===== config.mk =====
export PLATFORM = sky130hd
export DESIGN_NAME = dma_requester
export DESIGN_NICKNAME = d
export VERILOG_FILES = /design/src/rtl/dma_requester.sv
export SDC_FILE = /design/constraint.sdc
export NUM_CORES = 1
export LEC_CHECK = 0
export ABC_AREA = 1
export BUFFER_PORTS_ARGS = -buffer_cell sky130_fd_sc_hd__buf_4
export CORE_ASPECT_RATIO = 1.5
export CORE_UTILIZATION = 40
export CTS_BUF_LIST = sky130_fd_sc_hd__clkbuf_4 sky130_fd_sc_hd__clkbuf_8
export DETAILED_ROUTE_END_ITERATION = 6
export SETUP_SLACK_MARGIN = 0.5
export SLEW_MARGIN = 10
export SYNTH_ARGS = -nofsm -noshare
export SYNTH_HDL_FRONTEND = slang
export SYNTH_SLANG_ARGS = --single-unit

===== constraint.sdc =====
create_clock -name CLK -period 1.8 [get_ports CLK]
set_input_delay 0.36 -clock CLK [delete_from_list [all_inputs] [get_ports CLK]]
set_output_delay 0.36 -clock CLK [all_outputs]
set_load 0.02 [all_outputs]

===== src/rtl/dma_requester.sv =====
// Four-channel DMA request generator: each channel counts acknowledged
// transfers in demand, single or block mode and reports terminal count or EOP abort.
module dma_requester #(
  parameter int LEN_W         = 8,
  parameter bit DREQ_ACT_LOW  = 1'b0,
  parameter bit DACK_ACT_HIGH = 1'b0
) (
  input  logic             CLK,
  input  logic             RESET_N,
  input  logic             cfgWr,
  input  logic [1:0]       cfgCh,
  input  logic [LEN_W-1:0] cfgLen,
  input  logic [1:0]       cfgMode,
  input  logic [3:0]       start,
  input  logic [3:0]       DACK,
  input  logic             EOP_N,
  output logic [3:0]       DREQ,
  output logic [3:0]       busy,
  output logic [3:0]       done,
  output logic [3:0]       abort
);

  typedef enum logic [1:0] {IDLE, REQ, GAP, BLK} state_t;

  localparam logic [LEN_W:0] REM_ONE  = (LEN_W+1)'(1);
  localparam logic [LEN_W:0] REM_FULL = {1'b1, {LEN_W{1'b0}}};

  logic [3:0] ack;
  logic [3:0] dreq_vec;

  assign ack  = DACK_ACT_HIGH ? DACK : ~DACK;
  assign DREQ = DREQ_ACT_LOW ? ~dreq_vec : dreq_vec;

  for (genvar c = 0; c < 4; c++) begin : g_ch
    state_t           state_q, state_d;
    logic [LEN_W:0]   rem_q, rem_d;
    logic [LEN_W-1:0] len_q, len_d;
    logic [1:0]       mode_q, mode_d;
    logic             done_d, abort_d, counted;
    logic             dreq_q, busy_q, done_q, abort_q;

    // Terminal count takes priority over EOP so done and abort never coincide.
    always_comb begin
      state_d = state_q;
      rem_d   = rem_q;
      len_d   = len_q;
      mode_d  = mode_q;
      done_d  = 1'b0;
      abort_d = 1'b0;
      counted = ack[c] && (state_q == REQ || state_q == BLK);

      if (cfgWr && cfgCh == 2'(c) && state_q == IDLE) begin
        len_d  = cfgLen;
        mode_d = cfgMode;
      end

      case (state_q)
        IDLE: begin
          if (start[c]) begin
            state_d = REQ;
            rem_d   = (len_q == '0) ? REM_FULL : {1'b0, len_q};
          end
        end
        GAP:     state_d = REQ;
        default: ;
      endcase

      if (counted && rem_q != '0) begin
        rem_d = rem_q - REM_ONE;
        if (rem_q == REM_ONE) begin
          state_d = IDLE;
          done_d  = 1'b1;
        end else if (!EOP_N) begin
          state_d = IDLE;
          abort_d = 1'b1;
        end else if (state_q == REQ) begin
          case (mode_q)
            2'b00:   state_d = REQ;
            2'b10:   state_d = BLK;
            default: state_d = GAP;
          endcase
        end
      end
    end

    always_ff @(posedge CLK or negedge RESET_N) begin
      if (!RESET_N) begin
        state_q <= IDLE;
        rem_q   <= '0;
        len_q   <= '0;
        mode_q  <= 2'b00;
        dreq_q  <= 1'b0;
        busy_q  <= 1'b0;
        done_q  <= 1'b0;
        abort_q <= 1'b0;
      end else begin
        state_q <= state_d;
        rem_q   <= rem_d;
        len_q   <= len_d;
        mode_q  <= mode_d;
        dreq_q  <= (state_d == REQ);
        busy_q  <= (state_d != IDLE);
        done_q  <= done_d;
        abort_q <= abort_d;
      end
    end

    assign dreq_vec[c] = dreq_q;
    assign busy[c]     = busy_q;
    assign done[c]     = done_q;
    assign abort[c]    = abort_q;
  end

endmodule

Yosys cells after proc, flatten, opt, wreduce, memory -nomap -nowiden. Cells that the tools add are included.

$add $sub $neg: 4. Equality and inequality tests: 27. Muxes and demuxes: 61. Bitwise gates (word level): 1. Reductions and logical operators: 53.

Operators with widths (number): 9-bit 2-to-1 mux (16); 2-bit 2-to-1 mux (20); 9-bit by 1-bit == test with 1-bit output, second input constant (4); 9-bit nonzero test (4); 9-bit by 1-bit subtractor with 9-bit output, second input constant (4); 8-bit zero test (4); 2-bit case mux with 2 select lines (8); 2-bit == test, second input constant (14); 2-bit nonzero test (12); 2-bit by 1-bit == test with 1-bit output, second input constant (9); 2-bit zero test (9); 1-bit 2-to-1 mux (17); 1-bit logical AND (16); 2-bit AND reduction (4); 1-bit logical OR (4); 4-bit NOT (1).

Flip-flop bits (word level): 100. Bits of input ports: 24. Output and inout port bits: 16. Word-level logic and storage cells: 178.

Longest topological paths before layout.
Depth after elaboration: 7. Depth in mapped cells: 11. Depth with buffers taken out: 10.

Least setup slack after synthesis. No wires, ideal clock.

Path kind: register to register. From: reg g_ch[3].rem_q[0]. To: reg g_ch[3].rem_q[3]. Library setup time: 0.121 ns. Data arrival time: 1.268 ns. Data required time: 1.679 ns. Slack: 0.411 ns. Stages on the path, launching flop included: 11. Path buffers: 1. Period minus slack after synthesis: 1.389 ns. Path through: dfrtp_1 inv_1 ha_1 inv_1 nor2_1 nand2_1 nor2_2 nor2_4 buf_6 a21oi_1 nand2_1.

Word-level cells in the longest chain between the ends: 4. Elaborated cells between the ends (all ways): 7. Those cells by class: add/sub (1); mux (1); reduce/logical (5).

Ends and longest elaborated chain: from (decl) (RTL line 36) `logic [LEN_W:0] rem_q, rem_d;`; from (signal assigned) (RTL line 98) `rem_q <= rem_d;`; branches (longest 4 deep; another with 9-bit by 1-bit subtractor with 9-bit output).

Parallel ways; which one is timed is not known. A chain may end at the register's enable or synchronous reset.

Worst setup path in the final report.
From: reg g_ch[2].rem_q[0]. To: reg g_ch[2].rem_q[7].

Word-level cells in the longest chain between the ends: 4. Elaborated cells between the ends (all ways): 7. Those cells by class: add/sub (1); mux (1); reduce/logical (5).

Ends and longest elaborated chain (RTL line): from (decl) (36); from (signal assigned) (98); branches (longest 4 deep; another with 9-bit by 1-bit subtractor with 9-bit output).

Parallel ways; which one is timed is not known.

==> impl_metrics.env <==
export IMPL_initial_core_util_pct=40.9
export IMPL_power_switching_share_pct=45.8
export IMPL_die_area_sq_mm=0.0147
export IMPL_p_int_uw=6500
export IMPL_port_buffers=39
export IMPL_synth_seq_cells=100
export IMPL_vdd_drop_max_mv=0.529
export IMPL_crit_required_ns=2.08
export IMPL_io_pins=40
export IMPL_seq_area_frac_synth_pct=43.9
export IMPL_period_minus_slack_ns=1.46
export IMPL_finalHoldViolCount=0
export IMPL_grt_overflow=0
export IMPL_hold_class="primary input to register"
export IMPL_cp_arrival_ns=1.74
export IMPL_fin_crit_sh_pct=80.9
export IMPL_ant_nets=0
export IMPL_cts_sinks=100
export IMPL_min_from="DACK[2]"
export IMPL_synthTopCellsByArea="dfrtp_1 44%, nand2_1 17%, nand3_1 6.8%"
export IMPL_p_clk_share_pct=11.6
export IMPL_final_layout_size_suffix_gt1_share_pct=34.0
export IMPL_postSynthAreaPerCell_sq_um=7.19
export IMPL_grt_antenna_before_repair=0
export IMPL_clk_path_buf_depth=2
export IMPL_clock_fmax_mhz=687
export IMPL_fin_skew_ns=0.0177
export IMPL_core_area_sq_mm=0.0139
export IMPL_worst_pin_slew_ns=0.427
export IMPL_synth_top_area_share_pct=43.9
export IMPL_switching_power_uw=5500
export IMPL_nFillCells=1321
export IMPL_layout_nets=919
export IMPL_clkTransAtPathRegs_ns=0.11
export IMPL_holdPathStages=4
export IMPL_area_growth_pct=32.4
export IMPL_layout_commonest_cell="nand2_1"
export IMPL_layout_cells_non_filler=1053
export IMPL_num_rows=53
export IMPL_grt_max_degree=29
export IMPL_post_drt_wl_per_cell_microns=14.4
export IMPL_syn_inst=792
export IMPL_dp_hpwl_mm=9.94
export IMPL_worstPathMaxFanout=5
export IMPL_synth_flop_cell="dfrtp_1"
export IMPL_antenna_cells=0
export IMPL_dieHeight_microns=148
export IMPL_total_leakage_power_uw=0.00368
export IMPL_cts_htree_levels=3
export IMPL_finalSetupTns_ns=0
export IMPL_clkLatencyLatePin_ns=0.39
export IMPL_worstReg2RegEnd="g_ch[2].rem_q[7]"
export IMPL_rsz0062_at_grt="true"
export IMPL_max_cap_viol_count=0
export IMPL_cts_tree="yes"
export IMPL_end_kind="register"
export IMPL_dp_cells=976
export IMPL_setup_viol=0
export IMPL_hold_end="g_ch[2].done_q"
export IMPL_root_buffer="clkbuf_8"
export IMPL_grt_pass1_vias=5169
export IMPL_final_cell_mix="217 x nand2_1, 91 x dfrtp_1, 77 x inv_1"
export IMPL_syn_cell_area_sq_mm=0.00569
export IMPL_vias=5244
export IMPL_yosysTopAreaCell="dfrtp_1"
export IMPL_totalWireLength_mm=15.1
export IMPL_status="complete, no violations"
export IMPL_rrSetupSlack_ns=0.34
export IMPL_grt_util_all_layers_pct=21.1
export IMPL_holdWs_ns=0.254
export IMPL_async_flop_share_pct=100
export IMPL_startpoint_type="register"
export IMPL_synth_warnings=0
export IMPL_syn_nets=828
export IMPL_dr_pass1_iters=4
export IMPL_relSlewSlack_pct=71.5
export IMPL_drtIter0Drc=200
export IMPL_r2r_cells=11
export IMPL_synth_distinct_cells=24
export IMPL_layout_core_utilization_pct=54.1
export IMPL_route_detailed_drc=0
export IMPL_grt_pass1_wl_mm=24.2
export IMPL_r2r_start="g_ch[2].rem_q[0]"
export IMPL_synth_edf_count=0
export IMPL_routabilityCongestion=0.849
export IMPL_maxSlewViolCount=0
export IMPL_seqPwrFrac_pct=35.3
export IMPL_die_width_microns=99.4
export IMPL_pre_cts_slack_ns=0.202
export IMPL_cts_buffers=9
export IMPL_path_class="register to register"
export IMPL_power_share_combinational_pct=53.1
export IMPL_powerDensity_mw_per_mm2=1590
export IMPL_vias_per_cell=4.98
export IMPL_setup_ws_ns=0.344
layer usage:
layer  up-vias  part of all wire, %  global-route usage (%)
met3        39                  2.2                    2.73
li1       2652                    -                       -
met1      2463                   41                    24.8
met4         0                  3.3                    11.3
met5         -                    0                       0
met2        90                   53                    37.1
power by group through the flow:
| stage | Combinational, uW | Sequential [uW] | Clock (uW) |
|---|---|---|---|
| 3_3_place_gp | 4560 | 4160 | 0 |
| 5_1_grt | 7120 | 4370 | 1550 |
| 2_1_floorplan | 3720 | 3930 | 0 |
| 4_1_cts | 5550 | 4150 | 1460 |
| 3_5_place_dp | 4610 | 4150 | 0 |
| 6_report | 6370 | 4230 | 1400 |
worst max-delay path by stage:
stage,slack [ns],depth (start not counted),start,end
2_1_floorplan,0.45,10,g_ch[3].rem_q[0],g_ch[3].rem_q[3]
3_3_place_gp,0.22,11,g_ch[1].rem_q[0],g_ch[1].rem_q[7]
3_5_place_dp,0.20,11,g_ch[1].rem_q[0],g_ch[1].rem_q[2]
4_1_cts,0.36,10,g_ch[0].rem_q[0],g_ch[0].rem_q[8]
5_1_grt,0.22,10,g_ch[0].rem_q[0],g_ch[0].rem_q[5]
6_report,0.34,11,g_ch[2].rem_q[0],g_ch[2].rem_q[7]
kinds of logic (layout without fill, tap and decap cells):
family / Yosys count / in the layout / share of synthesized area, %
simple gates: 449 / 456 / 33.9
xor+xnor: 7 / 7 / 1.08
flops: 100 / 100 / 43.9
buf+inv: 141 / 230 / 11.1
fa+ha+maj: 12 / 12 / 2.64
compound gates: 83 / 83 / 7.34
sequential cells by signal (all words and copies together), names as in the netlist:
signal	count
g_ch.len_q	32
g_ch.done_q	4
g_ch.mode_q	8
g_ch.rem_q	36
g_ch.abort_q	4
g_ch.dreq_q	4
g_ch.busy_q	4
g_ch.state_q	8
what timing repair did:
item | 4_1_cts | 5_1_grt
pin swaps | 57 | 58
endpoints found under the hold margin | 24 | 0
endpoints found under the setup margin | 61 | 83
cloned | 7 | 4
hold buffers | 1 | 0
resized for setup | 105 | 115
setup buffers | 27 | 22
per-stage QoR:
stage,cell area [sq um],total power [uW]
floorplan,5760,7650
global placement,6160,8720
detailed placement,6160,8750
CTS,6990,11200
global route,7540,13000
finish,7540,12000
cell type report:
cell class / count / area (sq um) / share of cell area, %
clock buffers: 10 / 138 / 1.83
clock inverters: 6 / 47.5 / 0.631
inverters: 110 / 420 / 5.58
multi-input cells: 558 / 3270 / 43.3
flip-flops and latches: 100 / 2510 / 33.3
well taps: 165 / 206 / 2.74
repair buffers: 104 / 946 / 12.5
worst max-delay path, stage by stage, from the launching register on:
cell and delay [ns]:
dfrtp_1 0.38, inv_2 0.07, ha_4 0.17, inv_2 0.04, nor2_1 0.03, nand2_1 0.10, nor2_4 0.06, buf_6 0.12
nor2_4 0.19, nand3_2 0.10, nand2_1 0.07, nand2_1 0.04
cell usage after synthesis, types with 6 or more instances:
cell and count:
nor2_1 81, ha_1 12, nor3_1 7, inv_1 100, nand2_1 251, nor2_2 11, dfrtp_1 100, buf_4 16
nand3_1 77, o21ai_0 71, nor2_4 9, clkbuf_1 8, inv_2 10, o21ai_1 6
Note: power is estimated with default switching activity, not from simulation.
